File: config.mk
export PLATFORM = sky130hd
export DESIGN_NAME = ex_result_flags
export DESIGN_NICKNAME = d
export VERILOG_FILES = /design/src/rtl/ex_result_flags.sv
export SDC_FILE = /design/constraint.sdc
export NUM_CORES = 1
export LEC_CHECK = 0
export CORE_MARGIN = 2
export CORE_UTILIZATION = 33
export DETAILED_ROUTE_END_ITERATION = 16
export GPL_TIMING_DRIVEN = 0
export PLACE_DENSITY = 0.84
export SYNTH_ARGS = -nofsm -noshare
export SYNTH_HDL_FRONTEND = slang
export SYNTH_SLANG_ARGS = --single-unit
File: constraint.sdc
create_clock -name clk -period 1.95 [get_ports clk]
set_clock_uncertainty 0.2 [all_clocks]
set_input_delay 0.39 -clock clk [delete_from_list [all_inputs] [get_ports clk]]
set_output_delay 0.39 -clock clk [all_outputs]
set_load 0.01 [all_outputs]
File: src/rtl/ex_result_flags.sv
`default_nettype none
// ============================================================================
// Module      : ex_result_flags
// Description : Execute-stage back end. Registers the ALU result, the
//               destination index and the write-enable into the EX/MEM
//               pipeline register. Maintains the Z/N/V condition flags,
//               which change only when an instruction commits from EX.
// Revision    : 1.0 - initial release
// ============================================================================
module ex_result_flags #(
    parameter int DW = 16,
    parameter int RW = 4
) (
    input  logic          clk,
    input  logic          rst,
    input  logic          in_valid,
    input  logic [3:0]    opcode,
    input  logic [DW-1:0] in1,
    input  logic [DW-1:0] in2,
    input  logic [DW-1:0] res,
    input  logic [RW-1:0] dst,
    input  logic          wr_en,
    input  logic          stall,
    input  logic          flush,
    output logic          out_valid,
    output logic [DW-1:0] out_res,
    output logic [RW-1:0] out_dst,
    output logic          out_wr_en,
    output logic          zr,
    output logic          neg,
    output logic          ov
);

    // ------------------------------------------------------------------
    // Opcode map
    // ------------------------------------------------------------------
    localparam logic [3:0] c_OP_ADD    = 4'b0000;
    localparam logic [3:0] c_OP_PADDSB = 4'b0001;
    localparam logic [3:0] c_OP_SUB    = 4'b0010;
    localparam logic [3:0] c_OP_AND    = 4'b0011;
    localparam logic [3:0] c_OP_NOR    = 4'b0100;
    localparam logic [3:0] c_OP_SLL    = 4'b0101;
    localparam logic [3:0] c_OP_SRL    = 4'b0110;
    localparam logic [3:0] c_OP_SRA    = 4'b0111;

    // ------------------------------------------------------------------
    // Registered state
    // ------------------------------------------------------------------
    logic          r_valid;
    logic [DW-1:0] r_res;
    logic [RW-1:0] r_dst;
    logic          r_wr_en;
    logic          r_zr;
    logic          r_neg;
    logic          r_ov;

    // ------------------------------------------------------------------
    // Combinational flag candidates
    // ------------------------------------------------------------------
    logic w_commit;
    logic w_upd_znv;     // ADD/SUB: all three flags
    logic w_upd_z;       // logic, shift and packed-add ops: zero flag only
    logic w_is_sub;
    logic w_res_zero;
    logic w_sign_a;
    logic w_sign_b;
    logic w_sign_r;
    logic w_ov_add;
    logic w_ov_sub;
    logic w_ov_new;

    // Only the sign bits of the operands feed the overflow logic; the
    // remaining bits are reduced here so they are visibly accounted for.
    logic w_unused_operand_bits;
    assign w_unused_operand_bits = ^{in1[DW-2:0], in2[DW-2:0]};

    // An instruction commits only when it is real and neither held nor squashed.
    assign w_commit   = in_valid & ~stall & ~flush;

    assign w_res_zero = (res == '0);
    assign w_sign_a   = in1[DW-1];
    assign w_sign_b   = in2[DW-1];
    assign w_sign_r   = res[DW-1];

    // ADD overflows when both operands share a sign the result does not.
    assign w_ov_add   = (w_sign_a == w_sign_b) & (w_sign_r != w_sign_a);
    // SUB (in1 - in2) overflows when operand signs differ and the result
    // sign departs from the minuend.
    assign w_ov_sub   = (w_sign_a != w_sign_b) & (w_sign_r != w_sign_a);
    assign w_ov_new   = w_is_sub ? w_ov_sub : w_ov_add;

    // Classify the opcode into its flag-update group.
    always_comb begin
        w_upd_znv = 1'b0;
        w_upd_z   = 1'b0;
        w_is_sub  = 1'b0;
        case (opcode)
            c_OP_ADD: begin
                w_upd_znv = 1'b1;
            end
            c_OP_SUB: begin
                w_upd_znv = 1'b1;
                w_is_sub  = 1'b1;
            end
            // PADDSB saturates per byte upstream, so it never reports
            // overflow; zero is judged on the whole packed word.
            c_OP_PADDSB,
            c_OP_AND,
            c_OP_NOR,
            c_OP_SLL,
            c_OP_SRL,
            c_OP_SRA: begin
                w_upd_z = 1'b1;
            end
            default: begin
                w_upd_znv = 1'b0;
                w_upd_z   = 1'b0;
            end
        endcase
    end

    // EX/MEM pipeline register: flush inserts a bubble, stall holds, else load.
    always_ff @(posedge clk or posedge rst) begin
        if (rst) begin
            r_valid <= 1'b0;
            r_res   <= '0;
            r_dst   <= '0;
            r_wr_en <= 1'b0;
        end else if (flush) begin
            // Result and destination are meaningless behind a bubble; hold them.
            r_valid <= 1'b0;
            r_wr_en <= 1'b0;
        end else if (!stall) begin
            r_valid <= in_valid;
            r_res   <= res;
            r_dst   <= dst;
            r_wr_en <= wr_en & in_valid;
        end
    end

    // Architectural flags: updated only by committing ALU instructions.
    always_ff @(posedge clk or posedge rst) begin
        if (rst) begin
            r_zr  <= 1'b0;
            r_neg <= 1'b0;
            r_ov  <= 1'b0;
        end else if (w_commit) begin
            if (w_upd_znv) begin
                r_zr  <= w_res_zero;
                r_neg <= w_sign_r;
                r_ov  <= w_ov_new;
            end else if (w_upd_z) begin
                r_zr  <= w_res_zero;
            end
        end
    end

    assign out_valid = r_valid;
    assign out_res   = r_res;
    assign out_dst   = r_dst;
    assign out_wr_en = r_wr_en;
    assign zr        = r_zr;
    assign neg       = r_neg;
    assign ov        = r_ov;

endmodule
`default_nettype wire

Yosys cells after proc, flatten, opt, wreduce, memory -nomap -nowiden --
Cells that the tools add are included.
Storage, ports and cells: register bits 25, logic and storage cells 43, output and inout port bits 25, input bits 62
Operators by class: reductions and logical operators 8, equality and inequality tests 11, mux-type cells 10, bitwise logic cells 7
Operators with widths (number):
- 4-bit by 3-bit equality test with 1-bit output, second input constant | 4
- 16-bit logical NOT | 1
- 1-bit 2-to-1 mux | 10
- 4-bit by 2-bit equality test with 1-bit output, second input constant | 2
- 2-bit AND reduction | 3
- 6-bit OR reduction | 1
- 1-bit AND | 5
- 4-bit by 1-bit equality test with 1-bit output, second input constant | 1
- 4-bit logical NOT | 1
- 1-bit != test | 2
- 2-bit by 1-bit != test with 1-bit output, second input constant | 1
- 1-bit NOT | 2
- 2-bit nonzero test | 1
- 2-bit OR reduction | 1
- 1-bit equality test | 1

Logic depth before layout (Yosys ltp) --
word-level depth 5, gate-level depth with buffers 4

Worst setup path after synthesis --
Ideal clock, no wire load.
kind input to register, from input port flush, to register r_neg (netlist: neg), stages 4, data required time 1.623 ns, path buffers 0, arrival time 1.243 ns, path slack 0.380 ns, cells stage by stage nor2_2 -> nand3b_1 -> or3_1 -> mux2_1
Between the ends: word-level cells in the longest chain between the ends 3
RTL lines:
- start, declared | RTL line 24 | input logic flush,
- 1-bit NOT (no source line)
- 1-bit AND | RTL line 78 | assign w_commit = in_valid & ~stall & ~flush;
- 2-bit AND reduction (no source line)
- end signal, assigned | RTL line 150 | r_neg <= w_sign_r;
- end, declared | RTL line 54 | logic r_neg;
Every way passes these cells. A chain may end at the register's enable or synchronous reset.

Final worst setup path --
from input port flush, to register r_ov (netlist: ov)
Between the ends: word-level cells in the longest chain between the ends 3
RTL lines:
- 1-bit NOT (no source line)
- 1-bit AND | RTL line 78
- 2-bit AND reduction (no source line)
- end signal, assigned | RTL line 151 | r_ov <= w_ov_new;
- end, declared | RTL line 55 | logic r_ov;
Every way passes these cells.

==> summary.md <==
| Metric | Value |
|---|---|
| Nets@finish | 193 |
| R2r worst-path depth | 1 |
| Wire length of the first global-routing pass | 3753 um |
| Endpoints failing setup | 0 |
| Placed Cells | 159 |
| Slew Viols, Final | 0 |
| Clk buf depth | 2 |
| Vias in the first global route | 889 |
| Switching component of the power | 291.8 uW |
| Max Fclk | 541.5 MHz |
| WHS Path Cells | 2 |
| Setup Buffers After CTS | 0 |
| # DRC | 0 |
| Post-CTS Resized | 0 |
| Combinational group share of total power | 0.296 |
| Least-Margin Pin Slew | 0.9401 ns |
| Hold_sp | zr |
| Clk Latency, worst-skew pair | 0.30 ns |
| Hold Buf Count CTS | 0 |
| # rows | 20 |
| Cell count after synthesis | 70 |
| DRT met1 WL | 903 um |
| Setup crit start kind | primary input |
| Initial drt markers | 8 |
| Clk sinks | 25 |
| Die H | 59.35 um |
| EDFF count, synth | 0 |
| Non-filler cells, final | 163 |
| Total number of yosys warnings | 0 |
| DR vias/cell | just under 5 |
| Pwr Total | roughly 1200 uW |
| Element type at the critical path end | register |
| Most common cell after layout, fill and taps aside | clkdlybuf4s50_1 |
| Post-synth net total | 132 |
| Router iterations before antenna repair | 3 |
| Most frequent cells in the layout | clkdlybuf4s50_1 (56), dfrtp_1 (25), mux2_2 (20) |
| Total congestion overflow | 0 |
| Seq/Total Area, Yosys | 0.6188 |
| RSZ-0062 raised after global routing | no |
| DP Wirelength | 1870 um |
| Final Hold Fails | 0 |
| Min Tclk post-route | around 1.8 ns |
| Post-DP Area | 1613 sq um |
| Main flop type after synthesis | dfrtp_1 |
| Die area | 3522 sq um |
| Hold Crit Class | reg2reg |
| Flops & latches, synth | 25 |
| Largest net degree at the start of global routing | 26 |
| Antenna diodes | 0 |
| Switching share of power | 0.2446 |
| Metal2 WL | approximately 1300 um |
| Worst-path clk slew | 0.12 ns |
| Peak VDD IR | 0.3568 mV |
| Post-Route WL | 2319 um |
| Via count | 789 |
| Width of the die | 59.35 um |
| Multi-input gate area | 371.6 sq um |
| PortBufs | 56 |
| Routed wire per std cell | 14.23 um |
| WP data required | 1.95 ns |
| IO Pins | 87 |
| Status | completed |
| WS Path Type | in2reg |
| Fin area | around 1600 sq um |
| Worst-path fanout max | 3 |
| CTS tree | yes |
| Final worst path period share | 0.9470 |
| CTS buffer count | 3 |
| MaxCap Viol Count | 0 |
| LEAKAGE | between 0.0006 and 0.0007 uW |
| Clock Power Share | 0.182 |
| Synth async-reset ratio | 1.000 |
| Layout cells sized above 1 | 0.2000 |
| Fill cells | 270 |
| Core ar. | 2978 sq um |
| Crit path arrival time | 1.85 ns |
| RR Endpoint | ov |
| Placer Congestion | roughly 0.66 |
| Relative slew margins | 0.3726 |
| Final Util | 0.5504 |
| Sequential Power Share | 0.522 |
| Total track usage | 0.1417 |
| H-tree depth | 1 |
| Register area | 625.6 sq um |
| Routed wl met3 | 121 um |
| Final antenna-violating net count | 0 |
| PD cells | a little over 700 nW/um^2 |
| Layout area overhead | 62.13% |
| Worst R2R Setup Slack | 0.96 ns |
| Syn_area_per_cell | around 14 sq um |
| Root buffer cell | clkbuf_4 |
| Hold Path End | zr |
| Starting Density | 0.3395 |
| Distinct cells, synth | 19 |
| Initial antenna violation count | 0 |
| Max Used Layer | met4 |
| Cell Area, Synth | 1011 sq um |
| Int Power | 901.3 uW |
| Launching point of the worst reg2reg path | ov |
-- cell usage after synthesis (all sizes together), types with 2 or more instances --
master / instances / area [sq um]
dfrtp: 25 / 625.6
mux2: 22 / 247.7
nor4: 4 / 25.02
nor2: 3 / 13.77
buf: 2 / 10.01
nand2b: 2 / 12.51
nor2b: 2 / 12.51
-- state kept, by name (all words and copies together) (netlist names) --
name       cells
neg            1
out_dst        4
out_res       16
out_valid      1
out_wr_en      1
ov             1
zr             1
-- worst max-delay path by stage --
stage,startpoint,end,slack [ns],cells past startpoint
floorplan,flush,neg,0.38,4
global placement,flush,ov,-0.21,5
detailed placement,flush,ov,-0.23,5
CTS,flush,ov,0.10,5
global route,flush,ov,0.03,5
finish,flush,ov,0.10,5
-- per-stage QoR --
stage | TNS [ns] | setup slack, ns | hold slack, ns
global placement | -0.8174 | -0.2060 | 0.2680
global route | 0 | 0.03251 | 0.3425
finish | 0 | 0.1033 | 0.3039
detailed placement | -1.307 | -0.2287 | 0.2824
CTS | 0 | 0.1039 | 0.3120
floorplan | 0 | 0.3796 | 0.2173
-- power groups by stage --
stage | logic (uW) | clock network [uW] | registers, uW
after global routing | 378 | 250 | 634
after floorplan | 91.5 | 0 | 666
after CTS | 359 | 233 | 624
after detailed placement | 357 | 0 | 635
after global placement | 350 | 0 | 630
final | 353 | 217 | 623
-- layer usage --
metal  up-vias  GRT usage
li1        370          -
met1       387     0.1555
met2        28     0.2684
met3         4    0.02183
met4         0    0.05519
met5         -          0
-- final cells by class --
| class | count | share of cell area |
|---|---|---|
| tap | 33 | 0.02519 |
| buffer | 2 | 0.006107 |
| sequential | 25 | 0.3817 |
| multi-input combinational | 42 | 0.2267 |
| clock buffer | 4 | 0.01603 |
| timing repair buffer | 56 | 0.3420 |
| inverter | 1 | 0.002290 |
-- worst max-delay path: stages --
cell and delay, ns:
clkdlybuf4s50_1 0.46, nor2_2 0.18, nand3b_1 0.13, or3_1 0.36, mux2_1 0.32
-- kinds of logic (layout without fill, tap and decap cells) --
family | count (synthesis) | in the layout | share of synthesized area
buf+inv | 3 | 63 | 0.01361
mux | 23 | 23 | 0.2550
simple gates | 15 | 15 | 0.08664
flops | 25 | 25 | 0.6188
compound gates | 3 | 3 | 0.01732
xor+xnor | 1 | 1 | 0.008665
Power figures use the tool's default switching activity.
